File: src/rtl/cls_pkg.sv
// cls_pkg: shared types and constants for the PmodCLS command path.
package cls_pkg;
    typedef enum logic [2:0] {IDLE, LOAD, SHIFT, GAP, FINISH} state_t;
    localparam int DEF_CLK_DIV  = 50;
    localparam int DEF_BYTE_GAP = 4000;
    localparam int CMD_LEN      = 6;
    function automatic int clog2(input int v);
        int r;
        r = 1;
        while ((1 << r) < v) r++;
        return r;
    endfunction
endpackage

File: src/rtl/cls_command_sender_spi_byte_tx.sv
// spi_byte_tx: SPI mode-0, MSB-first 8-bit shifter with a CLK_DIV-cycle half-period counter.
module spi_byte_tx
    import cls_pkg::*;
#(
    parameter int CLK_DIV = DEF_CLK_DIV
) (
    input  logic       clk,
    input  logic       rst_n,
    input  logic       load,
    input  logic [7:0] data,
    output logic       sclk,
    output logic       mosi,
    output logic       byte_done
);
    localparam int CW = clog2(CLK_DIV);
    logic [CW-1:0] cnt;
    logic [3:0]    tog;
    logic [7:0]    sh;
    logic          active;
    logic          half;
    assign half      = active && cnt == CW'(CLK_DIV - 1);
    assign byte_done = half && tog == 4'd15;
    always_ff @(posedge clk or negedge rst_n) begin
        if (!rst_n) begin
            cnt    <= '0;
            tog    <= '0;
            sh     <= '0;
            active <= 1'b0;
            sclk   <= 1'b0;
            mosi   <= 1'b0;
        end else if (load) begin
            cnt    <= '0;
            tog    <= '0;
            sh     <= data;
            mosi   <= data[7];
            active <= 1'b1;
            sclk   <= 1'b0;
        end else if (active) begin
            cnt <= half ? '0 : cnt + 1'b1;
            if (half) begin
                sclk   <= ~sclk;
                tog    <= tog + 4'd1;
                active <= !byte_done;
                // falling edge: next bit goes out while sclk is low
                if (sclk) begin
                    sh   <= {sh[6:0], 1'b0};
                    mosi <= sh[6];
                end
            end
        end
    end
endmodule

File: src/rtl/cls_command_sender.sv
// cls_command_sender: walks the command lookup and streams each byte to the PmodCLS over SPI.
module cls_command_sender
    import cls_pkg::*;
#(
    parameter int CLK_DIV   = DEF_CLK_DIV,
    parameter int BYTE_GAP  = DEF_BYTE_GAP,
    parameter int NUM_BYTES = CMD_LEN,
    parameter int SEL_W     = 6
) (
    input  logic             clk,
    input  logic             rst_n,
    input  logic             start,
    output logic [SEL_W-1:0] sel,
    input  logic [7:0]       cmd_byte,
    output logic             busy,
    output logic             done,
    output logic             ss_n,
    output logic             sclk,
    output logic             mosi
);
    localparam int GW = clog2(BYTE_GAP);
    state_t        state, nxt;
    logic [GW-1:0] gap_cnt;
    logic          byte_done;
    logic          last_byte;
    logic          gap_end;
    assign last_byte = sel == SEL_W'(NUM_BYTES - 1);
    assign gap_end   = gap_cnt == GW'(BYTE_GAP - 1);
    spi_byte_tx #(.CLK_DIV(CLK_DIV)) u_tx (
        .clk       (clk),
        .rst_n     (rst_n),
        .load      (state == LOAD),
        .data      (cmd_byte),
        .sclk      (sclk),
        .mosi      (mosi),
        .byte_done (byte_done)
    );
    always_comb begin
        nxt = state;
        case (state)
            IDLE:    nxt = start ? LOAD : IDLE;
            LOAD:    nxt = SHIFT;
            SHIFT:   nxt = byte_done ? (last_byte ? FINISH : GAP) : SHIFT;
            GAP:     nxt = gap_end ? LOAD : GAP;
            FINISH:  nxt = IDLE;
            default: nxt = IDLE;
        endcase
    end
    always_ff @(posedge clk or negedge rst_n) begin
        if (!rst_n) state <= IDLE;
        else        state <= nxt;
    end
    // ss_n drops on acceptance so back-to-back strings are split by a single IDLE cycle
    always_ff @(posedge clk or negedge rst_n) begin
        if (!rst_n) begin
            sel     <= '0;
            busy    <= 1'b0;
            done    <= 1'b0;
            ss_n    <= 1'b1;
            gap_cnt <= '0;
        end else begin
            done    <= state == FINISH;
            gap_cnt <= state == GAP ? gap_cnt + 1'b1 : '0;
            if (state == IDLE && start) begin
                sel  <= '0;
                busy <= 1'b1;
                ss_n <= 1'b0;
            end
            if (state == GAP && gap_end) sel <= sel + 1'b1;
            if (state == FINISH) begin
                ss_n <= 1'b1;
                busy <= 1'b0;
            end
        end
    end
endmodule

File: config.mk
export PLATFORM = sky130hd
export DESIGN_NAME = cls_command_sender
export DESIGN_NICKNAME = d
export VERILOG_FILES = /design/src/rtl/cls_pkg.sv /design/src/rtl/cls_command_sender_spi_byte_tx.sv /design/src/rtl/cls_command_sender.sv
export SDC_FILE = /design/constraint.sdc
export NUM_CORES = 1
export LEC_CHECK = 0
export ABC_AREA = 0
export CAP_MARGIN = 20
export CORE_ASPECT_RATIO = 0.75
export CORE_MARGIN = 1.5
export CORE_UTILIZATION = 45
export DETAILED_ROUTE_END_ITERATION = 7
export PLACE_DENSITY_LB_ADDON = 0.3
export SLEW_MARGIN = 0
export SYNTH_ARGS = -nofsm -noshare
export SYNTH_HDL_FRONTEND = slang
export SYNTH_SLANG_ARGS = --single-unit
File: constraint.sdc
create_clock -name clk -period 2 [get_ports clk]
set_input_delay 0.5 -clock clk [delete_from_list [all_inputs] [get_ports clk]]
set_output_delay 0.5 -clock clk [all_outputs]
set_load 0.01 [all_outputs]
Word level (Yosys, flattened, before mapping)
Index checks and enable logic that the tools add are counted.
{ "op_classes": {"muxes": 32, "add_sub_neg": 4, "n_reduce_logical": 13, "bitwise_logic": 1, "eq_ne": 8} }
{ "ops": {"columns": ["cell", "count"], "rows": [
  ["$mux W6", 5],
  ["$mux W7", 4],
  ["$mux W1", 15],
  ["$add A12 B1 Y12 const B", 1],
  ["$add A6 B1 Y6 const B", 2],
  ["$eq A12 B12 Y1 const B", 1],
  ["$mux W12", 1],
  ["$mux W4", 3],
  ["$pmux W3 S4", 1],
  ["$reduce_bool A2 Y1", 5],
  ["$eq A3 B2 Y1 const B", 2],
  ["$eq A6 B3 Y1 const B", 1],
  ["$eq A6 B6 Y1 const B", 1],
  ["$mux W3", 2],
  ["$add A4 B1 Y4 const B", 1],
  ["$eq A4 B4 Y1 const B", 1],
  ["$logic_and A1 B1 Y1", 4],
  ["$eq A3 B1 Y1 const B", 1],
  ["$eq A3 B3 Y1 const B", 1],
  ["$logic_not A3 Y1", 1],
  ["$reduce_and A3 Y1", 1],
  ["$mux W2", 1],
  ["$reduce_and A2 Y1", 1],
  ["$logic_not A1 Y1", 1],
  ["$not A1 Y1", 1]
]} }
{ "word_totals": {"wordCells": 70, "inputBits": 11, "register_bits": 44, "output_inout_bits": 11} }

Depth between registers and ports, before layout
Gate-level depths: netlist of the first run.
{ "depth": {"depth_word": 7, "depth_mapped": 7, "mapped_depth_nobuf": 6} }

Hierarchy
Synthesis of the first run repeated with hierarchy kept, for this count alone.
{ "unflattened": {"cells_unflattened": 227, "area_unflattened_um2": 2229.6} }
{ "modules_own_cells": {"columns": ["mod", "cells_each", "seq_area_each_um2", "instances", "area_per_inst_um2"], "rows": [
  ["cls_command_sender", 113, 601.8, 1, 1152.4],
  ["spi_byte_tx", 114, 500.5, 1, 1077.3]
]} }

Worst setup path after synthesis of the first run
No wires, ideal clock.
{ "synth_timing": {"kind": "register to register", "start": "register gap_cnt[0]", "end": "register sel[2]", "path_buffers": 1, "required_ns": 1.876, "period_less_slack_ns": 1.595, "setup_ns": 0.124, "t_arrival_ns": 1.471, "path_stages_with_launch": 7, "slack_ns": 0.405, "path_cell_list": "dfrtp_1 > ha_1 > nand4_2 > nand4bb_1 > buf_6 > o21a_4 > a211o_1"} }
{ "synth_via": {"elab_chain_len": 3, "word_cells_on_any_way": 4, "cone_classes": "1 x eq/ne; 1 x mux; 2 x reduce/logical"} }
{ "synth_lines": {"columns": ["element", "line_no", "rtl"], "rows": [
  ["from (decl)", "cls_command_sender.sv:23", "logic [GW-1:0] gap_cnt;"],
  ["from (signal assigned)", "cls_command_sender.sv:63", "gap_cnt <= state == GAP ? gap_cnt + 1'b1 : '0;"],
  ["$eq A12 B12 Y1 (*)", "cls_command_sender.sv:28", "assign gap_end = gap_cnt == GW'(BYTE_GAP - 1);"],
  ["$logic_and A1 B1 Y1 (*)", "cls_command_sender.sv:69", "if (state == GAP && gap_end) sel <= sel + 1'b1;"],
  ["$mux W6 / $reduce_bool A2 Y1 (equally long branches)", null, null],
  ["to (signal assigned)", "cls_command_sender.sv:69", null],
  ["to (decl)", "cls_command_sender.sv:13", "output logic [SEL_W-1:0] sel,"]
]} }
Mark *: on every way between the ends. The rest lies on a longest branch, timed or not.
A chain may end at the register's enable or synchronous reset.

Worst setup path in the final report of the first run
{ "layout_timing": {"start": "register ss_n", "end": "output ss_n"} }
{ "layout_rtl": {"columns": ["element", "line_no", "rtl"], "rows": [
  ["from (decl)", "cls_command_sender.sv:17", "output logic ss_n,"],
  ["from (signal assigned)", "cls_command_sender.sv:59", "ss_n <= 1'b1;"],
  ["from (signal assigned)", "cls_command_sender.sv:67", "ss_n <= 1'b0;"],
  ["from (signal assigned)", "cls_command_sender.sv:71", "ss_n <= 1'b1;"]
]} }
No word-level cell between the ends.

==> flow_summary.toml, run 1 <==
[final_layout]
drive_gt1_frac = 0.0753
syn2layout_area_growth_pct = 17.2
nNetsFinal = 255
diodes = 0
fin_util = 0.556
final_area_mm2 = 0.00251
nFillCells = 421

[clock_network]
tritoncts = "done"
cts_root_buf = "clkbuf_8"
postCtsResizedCells = 0
cts_sinks = 44
htreeDepth = 2
path_clk_slew_ps = 80
cts_buffers = 5
ctsHoldBuffers = 0
cts_buffer_depth = 2
cts_setup_buffers = 0
clk_latency_ps = 290

[global_route]
grt_first_pass_wirelength_um = 6770
grt_usage = 0.169
grt_max_degree = 45
antenna_found_initial = 0
grt-ovfl-total = 0
grt_pass1_vias = 1417

[place]
placement.cell_area_mm2 = 0.00242
dpl.hpwl_um = 2700
gp_congestion = 0.782
io_buffers = 21

[synthesis]
ys_seq_elements = 44
yosys.area.top_type = "dfrtp_1"
synthFlopType = "dfrtp_1"
ys_seq_area_frac = 0.514
synthesis.nets = 229
syn_avg_cell_area_um2 = 10.1
synth-adder-area-share = 0.0350
syn-cell-area_mm2 = 0.00215
synthTopCellsByArea = "dfrtp_1 (50%), xnor2_1 (5.3%), nor2_1 (4.5%)"
yosys_warnings = 0
ys_types = 44
synth-edff-count = 0
synth_mux_area_frac = 0.0327
synth.most_common_cell = "dfrtp_1"
synth_top_area_frac = 0.501
synth_compound_area_frac = 0.0939
ys_async_sr_fraction = 1.00
synth_top_family_by_area = "simple AND/OR/NAND/NOR gates"
yosys.area_share.simple = 0.220
synthXorXnorAreaFrac = 0.0735
ys_top_cells_by_count = "dfrtp_1 (43), nor2_1 (26), nand2_1 (23), xnor2_1 (13), nor3_1 (11)"
netlist_instances = 212

[timing]
finalClockSkew_ps = 6.35
fmax_ghz = 0.542
worst_pin_slew_ps = 537
period_minus_slack_ps = 1840
final-setup-viol-count = 0
slew_headroom = 0.642
grt_setup_unrepaired = "no"
hold_violations = 0
tns_ps = 0
slew_viol_final = 0
min_period_over_period = 0.922

[floorplan]
die-area_mm2 = 0.00520
die_w_um = 82.7
row_count = 21
ios = 22
die_h_um = 62.8
initial_utilization = 0.475
core_mm2 = 0.00452

[critical_path]
crit_fanout = 2
worst-path-buf-inv = 1
critPathKind = "reg2out"
crit_chain = "clkdlybuf4s50_1"
cp.required_ps = 1500
cp-start-kind = "register"
r2r_slack_ps = 380
end_kind = "output port"
cp.arrival_ps = 1340
cpMaxStageDelayCell = "dfstp_2"
cpPeakStageDelay_ps = 540
crit_family = "flip-flops"

[drt]
wirelength_um = 3780
ant_nets = 0
viasPerCell = 5.22
drcViolationCount = 0
vias = 1546
first_pass_iters = 4
wl_per_cell_um = 12.8
first_iter_violations = 97
met2WireLength_um = 1590
route.met3.wl_um = 144
dr.max_layer_used = "met4"
wl_met1_um = 2020

[power]
leakagePower_nw = 1.06
peakVddDrop_mv = 0.352
p_per_area_mw_per_mm2 = 598

[outcome]
status = "finished clean"

[job]
timing.max_cap.violations = 0

[hold_path]
hold_class = "in2async"
-- worst paths after layout --
| path | from | to | cells after the start |
|---|---|---|---|
| worst max-delay path | ss_n | ss_n | 1 |
| worst min-delay path | rst_n | sel[4] | 2 |
| worst max register to register | gap_cnt[0] | sel[3] | 5 |
| worst min register to register | u_tx.sh[3] | u_tx.sh[3] | 2 |
| max in group asynchronous | rst_n | ss_n | 2 |
| min in group clk | u_tx.sh[3] | u_tx.sh[3] | 2 |
-- through the flow --
| stage | setup WS (ps) | hold slack [ps] | std cells | total power [W] |
|---|---|---|---|---|
| floorplan | 405 | 204 | 212 | 0.000928 |
| global placement | 280 | 467 | 288 | 0.000969 |
| detailed placement | 255 | 472 | 288 | 0.000970 |
| CTS | 137 | 294 | 296 | 0.00153 |
| global route | 99.1 | 322 | 296 | 0.00157 |
| finish | 156 | 275 | 296 | 0.00150 |
-- placed cells by master (no fill, tap or decap), types with 2 or more instances in the layout --
cell,instances
dfrtp_1,43
xnor2_1,13
ha_1,6
nand3_1,10
a31oi_1,3
xor2_1,5
a21o_1,2
nand4_1,4
nor3b_1,2
clkbuf_8,6
nand4bb_1,2
and4_1,2
inv_1,7
a211o_1,2
clkbuf_1,2
mux2i_1,7
nor3_1,11
nor2_1,26
o21ai_1,3
nand2_1,23
a21oi_1,5
nor2b_1,2
o21ai_0,7
o2bb2ai_1,2
clkdlybuf4s50_1,20
buf_4,5
-- kinds of logic after synthesis --
group | Yosys count
XOR/XNOR | 18
adder cells (fa/ha/maj) | 6
buffers and inverters | 14
multiplexers | 7
AO/OA/AOI/OAI | 30
AND/OR/NAND/NOR | 93
flip-flops | 44
-- registers in the layout, indices dropped and copies added (netlist names) --
signal       count
gap_cnt         12
u_tx.sclk        1
done             1
ss_n             1
busy             1
u_tx.tog         4
u_tx.sh          7
state            3
u_tx.mosi        1
u_tx.active      1
u_tx.cnt         6
sel              6
-- power by group --
group | switching [W] | total, W | leakage [nW] | internal, W
Sequential | 0.00000437 | 0.000902 | 0.552 | 0.000897
Combinational | 0.0000242 | 0.0000489 | 0.460 | 0.0000247
Clock | 0.000273 | 0.000554 | 0.0455 | 0.000282
-- metal layers --
layer,GRT usage,vias to the layer above
met4,0.0500,0
met2,0.230,21
li1,-,788
met1,0.256,735
met5,0,-
met3,0.0526,2
-- cell type report --
class                      count  area [µm²]  share of cell area
clock buffer                   8        90.1              0.0358
inverter                       7        26.3              0.0104
multi-input combinational    154         982               0.391
sequential                    44        1100               0.438
tap                           57        71.3              0.0284
timing repair buffer          26         243              0.0965
Note: power is estimated with default switching activity, not from simulation.
==> run 2, diff against run 1 <==
--- a/config.mk
+++ b/config.mk
@@ -7,7 +7,6 @@
 export LEC_CHECK = 0
 export ABC_AREA = 0
 export CAP_MARGIN = 20
-export CORE_ASPECT_RATIO = 0.75
 export CORE_MARGIN = 1.5
 export CORE_UTILIZATION = 45
 export DETAILED_ROUTE_END_ITERATION = 7
==> run 2 against run 1 <==
Hold slack got worse by 110 ps. Clock skew grew 1.5 ps. Sequential power about the same. Critical endpoint unchanged. Largest cell class unchanged.
==> flow_summary.toml, run 2 (same netlist as run 1, synthesis figures left out) <==
[critical_path]
end_kind = "output port"
cp.required_ps = 1500
critPathKind = "reg2out"
crit_family = "flip-flops"
cp.arrival_ps = 1350
cp-start-kind = "register"
cpPeakStageDelay_ps = 530
crit_chain = "clkdlybuf4s50_1"
cpMaxStageDelayCell = "dfstp_2"
crit_fanout = 2
crit_cells = 1
r2r_cells = 5
worst-path-buf-inv = 1

[timing]
fin_ws_ps = 153
finalClockSkew_ps = 7.89
final-setup-viol-count = 0
slew_headroom = 0.667
hold_violations = 0
min_period_over_period = 0.923
period_minus_slack_ps = 1850
fmax_ghz = 0.542
worst_pin_slew_ps = 498
tns_ps = 0
worst_hold_slack_ps = 164
slew_viol_final = 0
grt_setup_unrepaired = "no"

[job]
timing.max_cap.violations = 0

[clock_network]
cts_root_buf = "clkbuf_8"
cts_buffer_depth = 2
cts_setup_buffers = 0
cts_buffers = 5
cts_sinks = 44
path_clk_slew_ps = 80
postCtsResizedCells = 0
clk_latency_ps = 290
ctsHoldBuffers = 0
htreeDepth = 2
tritoncts = "done"

[floorplan]
ios = 22
die_w_um = 72.1
row_count = 24
initial_utilization = 0.480
core_mm2 = 0.00447
die_h_um = 72.1
die-area_mm2 = 0.00519

[global_route]
antenna_found_initial = 0
grt_usage = 0.159
grt-ovfl-total = 0
grt_pass1_vias = 1508
grt_first_pass_wirelength_um = 6530
grt_max_degree = 45

[final_layout]
top_register = "gap_cnt"
nFillCells = 415
reg.largest.list = "gap_cnt: 12 flops, u_tx.sh: 7 flops"
diodes = 0
largest_reg_flops = 12
nNetsFinal = 254
layout_commonest_cell = "dfrtp_1"
syn2layout_area_growth_pct = 17.1
layout_common_cells = "dfrtp_1 (43), nor2_1 (26), nand2_1 (23), clkdlybuf4s50_1 (20), xnor2_1 (13)"
drive_gt1_frac = 0.0714

[place]
io_buffers = 21
gp_congestion = 0.735
pre_cts_ws_ps = 254
dpl.hpwl_um = 2540

[drt]
wl_per_cell_um = 12.7
first_pass_iters = 4
vias = 1522
drcViolationCount = 0
first_iter_violations = 45
viasPerCell = 5.25
wirelength_um = 3670
ant_nets = 0

[power]
peakVddDrop_mv = 0.432
leakagePower_nw = 1.06
p_per_area_mw_per_mm2 = 606

[outcome]
status = "finished clean"

[hold_path]
hold_class = "in2async"
[run 2: stage by stage]
stage | instances | power [W] | utilization | area (µm²)
2_1_floorplan | 212 | 0.000928 | - | 2150
3_3_place_gp | 282 | 0.000973 | 0.542 | 2420
3_5_place_dp | 282 | 0.000974 | 0.542 | 2420
4_1_cts | 290 | 0.00154 | 0.562 | 2510
5_1_grt | 290 | 0.00159 | 0.562 | 2510
6_report | 290 | 0.00152 | 0.562 | 2510
[run 2: final timing paths]
check	start	end	slack (ps)
min in group clk	u_tx.sh[4]	u_tx.sh[4]	490
max in group asynchronous	rst_n	ss_n	1580
hold reg to reg	u_tx.sh[4]	u_tx.sh[4]	490
setup / recovery	ss_n	ss_n	150
setup reg to reg	gap_cnt[0]	sel[3]	380
hold / removal	rst_n	sel[4]	160
[run 2: final cells by class]
class,instances,area [µm²],share of cell area
inverter,7,26.3,0.0105
sequential,44,1100,0.439
multi-input combinational,154,982,0.391
timing repair buffer,25,248,0.0986
tap,52,65.1,0.0259
clock buffer,8,90.1,0.0358
[run 2: routing by layer]
layer	wire length, µm	up-vias	global-route usage
met5	0	-	0
met4	57	0	0.0755
met3	110	6	0.0389
met2	1630	23	0.240
met1	1880	706	0.215
li1	-	787	-
[run 2: power by group]
| part | internal [W] | switching [W] |
|---|---|---|
| Combinational | 0.0000276 | 0.0000246 |
| Clock | 0.000282 | 0.000289 |
| Sequential | 0.000897 | 0.00000443 |
==> run 3, diff against run 2 <==
==> constraint.sdc (replaced) <==
create_clock -name clk -period 2 [get_ports clk]
set_input_delay 0.6 -clock clk [delete_from_list [all_inputs] [get_ports clk]]
set_output_delay 0.6 -clock clk [all_outputs]
set_load 0.01 [all_outputs]
==> run 3 against run 2 <==
Worst setup slack lost 97 ps. Core utilization increased by 0.45 points. Design area increased by 0.80%. Clock skew decreased by 3.0 ps. First-iteration DRC count up 100%. Clock power increased by 15%. Routed wire length shrank 2.8%. Power grew 5.4%. Die area is the same. Sequential cell count did not move. Combinational power decreased by 5.2%. Largest cell class unchanged.
==> flow_summary.toml, run 3 (same netlist as run 1, synthesis figures left out) <==
[critical_path]
cp-start-kind = "register"
cpPeakStageDelay_ps = 530
cpMaxStageDelayCell = "dfstp_2"
cp.required_ps = 1400
worst-path-buf-inv = 1
crit_family = "flip-flops"
crit_fanout = 2
crit_chain = "clkdlybuf4s50_1"
cp.arrival_ps = 1340
end_kind = "output port"
critPathKind = "reg2out"

[final_layout]
layout_commonest_cell = "dfrtp_1"
syn2layout_area_growth_pct = 18.1
fin_cells = 292
seq_area_mm2 = 0.00110
nNetsFinal = 256
largest_reg_flops = 12
drive_gt1_frac = 0.0833
layout_common_cells = "dfrtp_1 (43), nor2_1 (26), nand2_1 (23), clkdlybuf4s50_1 (20), xnor2_1 (13)"
nFillCells = 397
multi_input_area_um2 = 982
reg.largest.list = "gap_cnt: 12 flops, u_tx.sh: 7 flops"
top_register = "gap_cnt"
diodes = 0

[clock_network]
ctsHoldBuffers = 0
cts_setup_buffers = 0
cts_buffer_depth = 2
htreeDepth = 2
postCtsResizedCells = 0
cts_buffers = 5
tritoncts = "done"
cts_sinks = 44
path_clk_slew_ps = 80
cts_root_buf = "clkbuf_8"
clk_latency_ps = 290

[power]
internal-power_w = 0.00129
peakVddDrop_mv = 0.414
power_switching_share = 0.196
p_seq_frac = 0.561
leakagePower_nw = 1.07
p_comb_frac = 0.031
p_per_area_mw_per_mm2 = 634
p_clk_frac = 0.409
p_sw_w = 0.000315
finalPower_w = 0.00161

[job]
timing.max_cap.violations = 0

[timing]
finalClockSkew_ps = 4.86
period_minus_slack_ps = 1940
worst_pin_slew_ps = 544
tns_ps = 0
slew_viol_final = 0
hold_violations = 0
min_period_over_period = 0.972
slew_headroom = 0.637
fmax_ghz = 0.514
grt_setup_unrepaired = "no"
final-setup-viol-count = 0

[place]
dpl.hpwl_um = 2540
gp_congestion = 0.788
dp_cells = 284
io_buffers = 21

[floorplan]
die_w_um = 72.1
row_count = 24
ios = 22
initial_utilization = 0.480
die_h_um = 72.1
core_mm2 = 0.00447
die-area_mm2 = 0.00519

[drt]
first_iter_violations = 92
wirelength_um = 3570
drcViolationCount = 0
vias = 1539
viasPerCell = 5.27
ant_nets = 0
wl_per_cell_um = 12.2
first_pass_iters = 4

[global_route]
busiest_layer = "met2"
grt_first_pass_wirelength_um = 6470
grt_use_met1 = 0.212
grt.met2_usage = 0.256
grt_pass1_vias = 1446
met3_usage = 0.0375
antenna_found_initial = 0
grt_usage = 0.158
grt_max_degree = 45
grt-ovfl-total = 0

[hold_path]
hold_class = "in2async"

[outcome]
status = "finished clean"
-- run 3: changes by cell type in the layout (fill, tap and decap cells not counted), sizes merged --
cell / change
clkinv: +1
bufinv: +1
clkbuf: -2
buf: +2
-- run 3: path summary, 6_finish.rpt --
kind                       slack, ps    endpoint  cells past startpoint        from
max                               60        ss_n                      1        ss_n
max in group asynchronous       1250   u_tx.mosi                      2       rst_n
min                              370      sel[5]                      2       rst_n
min in group clk                 490  gap_cnt[0]                      1  gap_cnt[0]
min reg2reg                      490  gap_cnt[0]                      1  gap_cnt[0]
max reg2reg                      360      sel[2]                      5  gap_cnt[0]
-- run 3: per-stage QoR --
| step | hold WS, ps | utilization | setup WS, ps | instance area [µm²] |
|---|---|---|---|---|
| detailed placement | 476 | 0.542 | 246 | 2430 |
| floorplan | 304 | - | 405 | 2150 |
| global route | 431 | 0.566 | 13.2 | 2530 |
| finish | 369 | 0.566 | 55.9 | 2530 |
| CTS | 399 | 0.566 | 42.0 | 2530 |
| global placement | 466 | 0.542 | 248 | 2430 |
-- run 3: power by group through the flow --
stage                     clock network (W)    logic, W  registers [W]
final                              0.000657   0.0000494       0.000901
after global routing               0.000719   0.0000580       0.000902
after CTS                          0.000678   0.0000521       0.000901
after detailed placement                  0   0.0000521       0.000919
after global placement                    0   0.0000508       0.000919
after floorplan                           0  0.00000947       0.000919
-- run 3: area by class of cell --
type	count	area share
Clock buffer	6	0.0286
Clock inverter	2	0.0138
Inverter	7	0.0104
Multi-Input combinational cell	154	0.388
Sequential cell	44	0.435
Tap cell	52	0.0257
Timing Repair Buffer	27	0.0988
-- run 3: routing by layer --
layer / vias up / share of wire
met4: 0 / 0.0090
met2: 18 / 0.46
met5: - / 0
met3: 5 / 0.027
li1: 788 / -
met1: 728 / 0.50
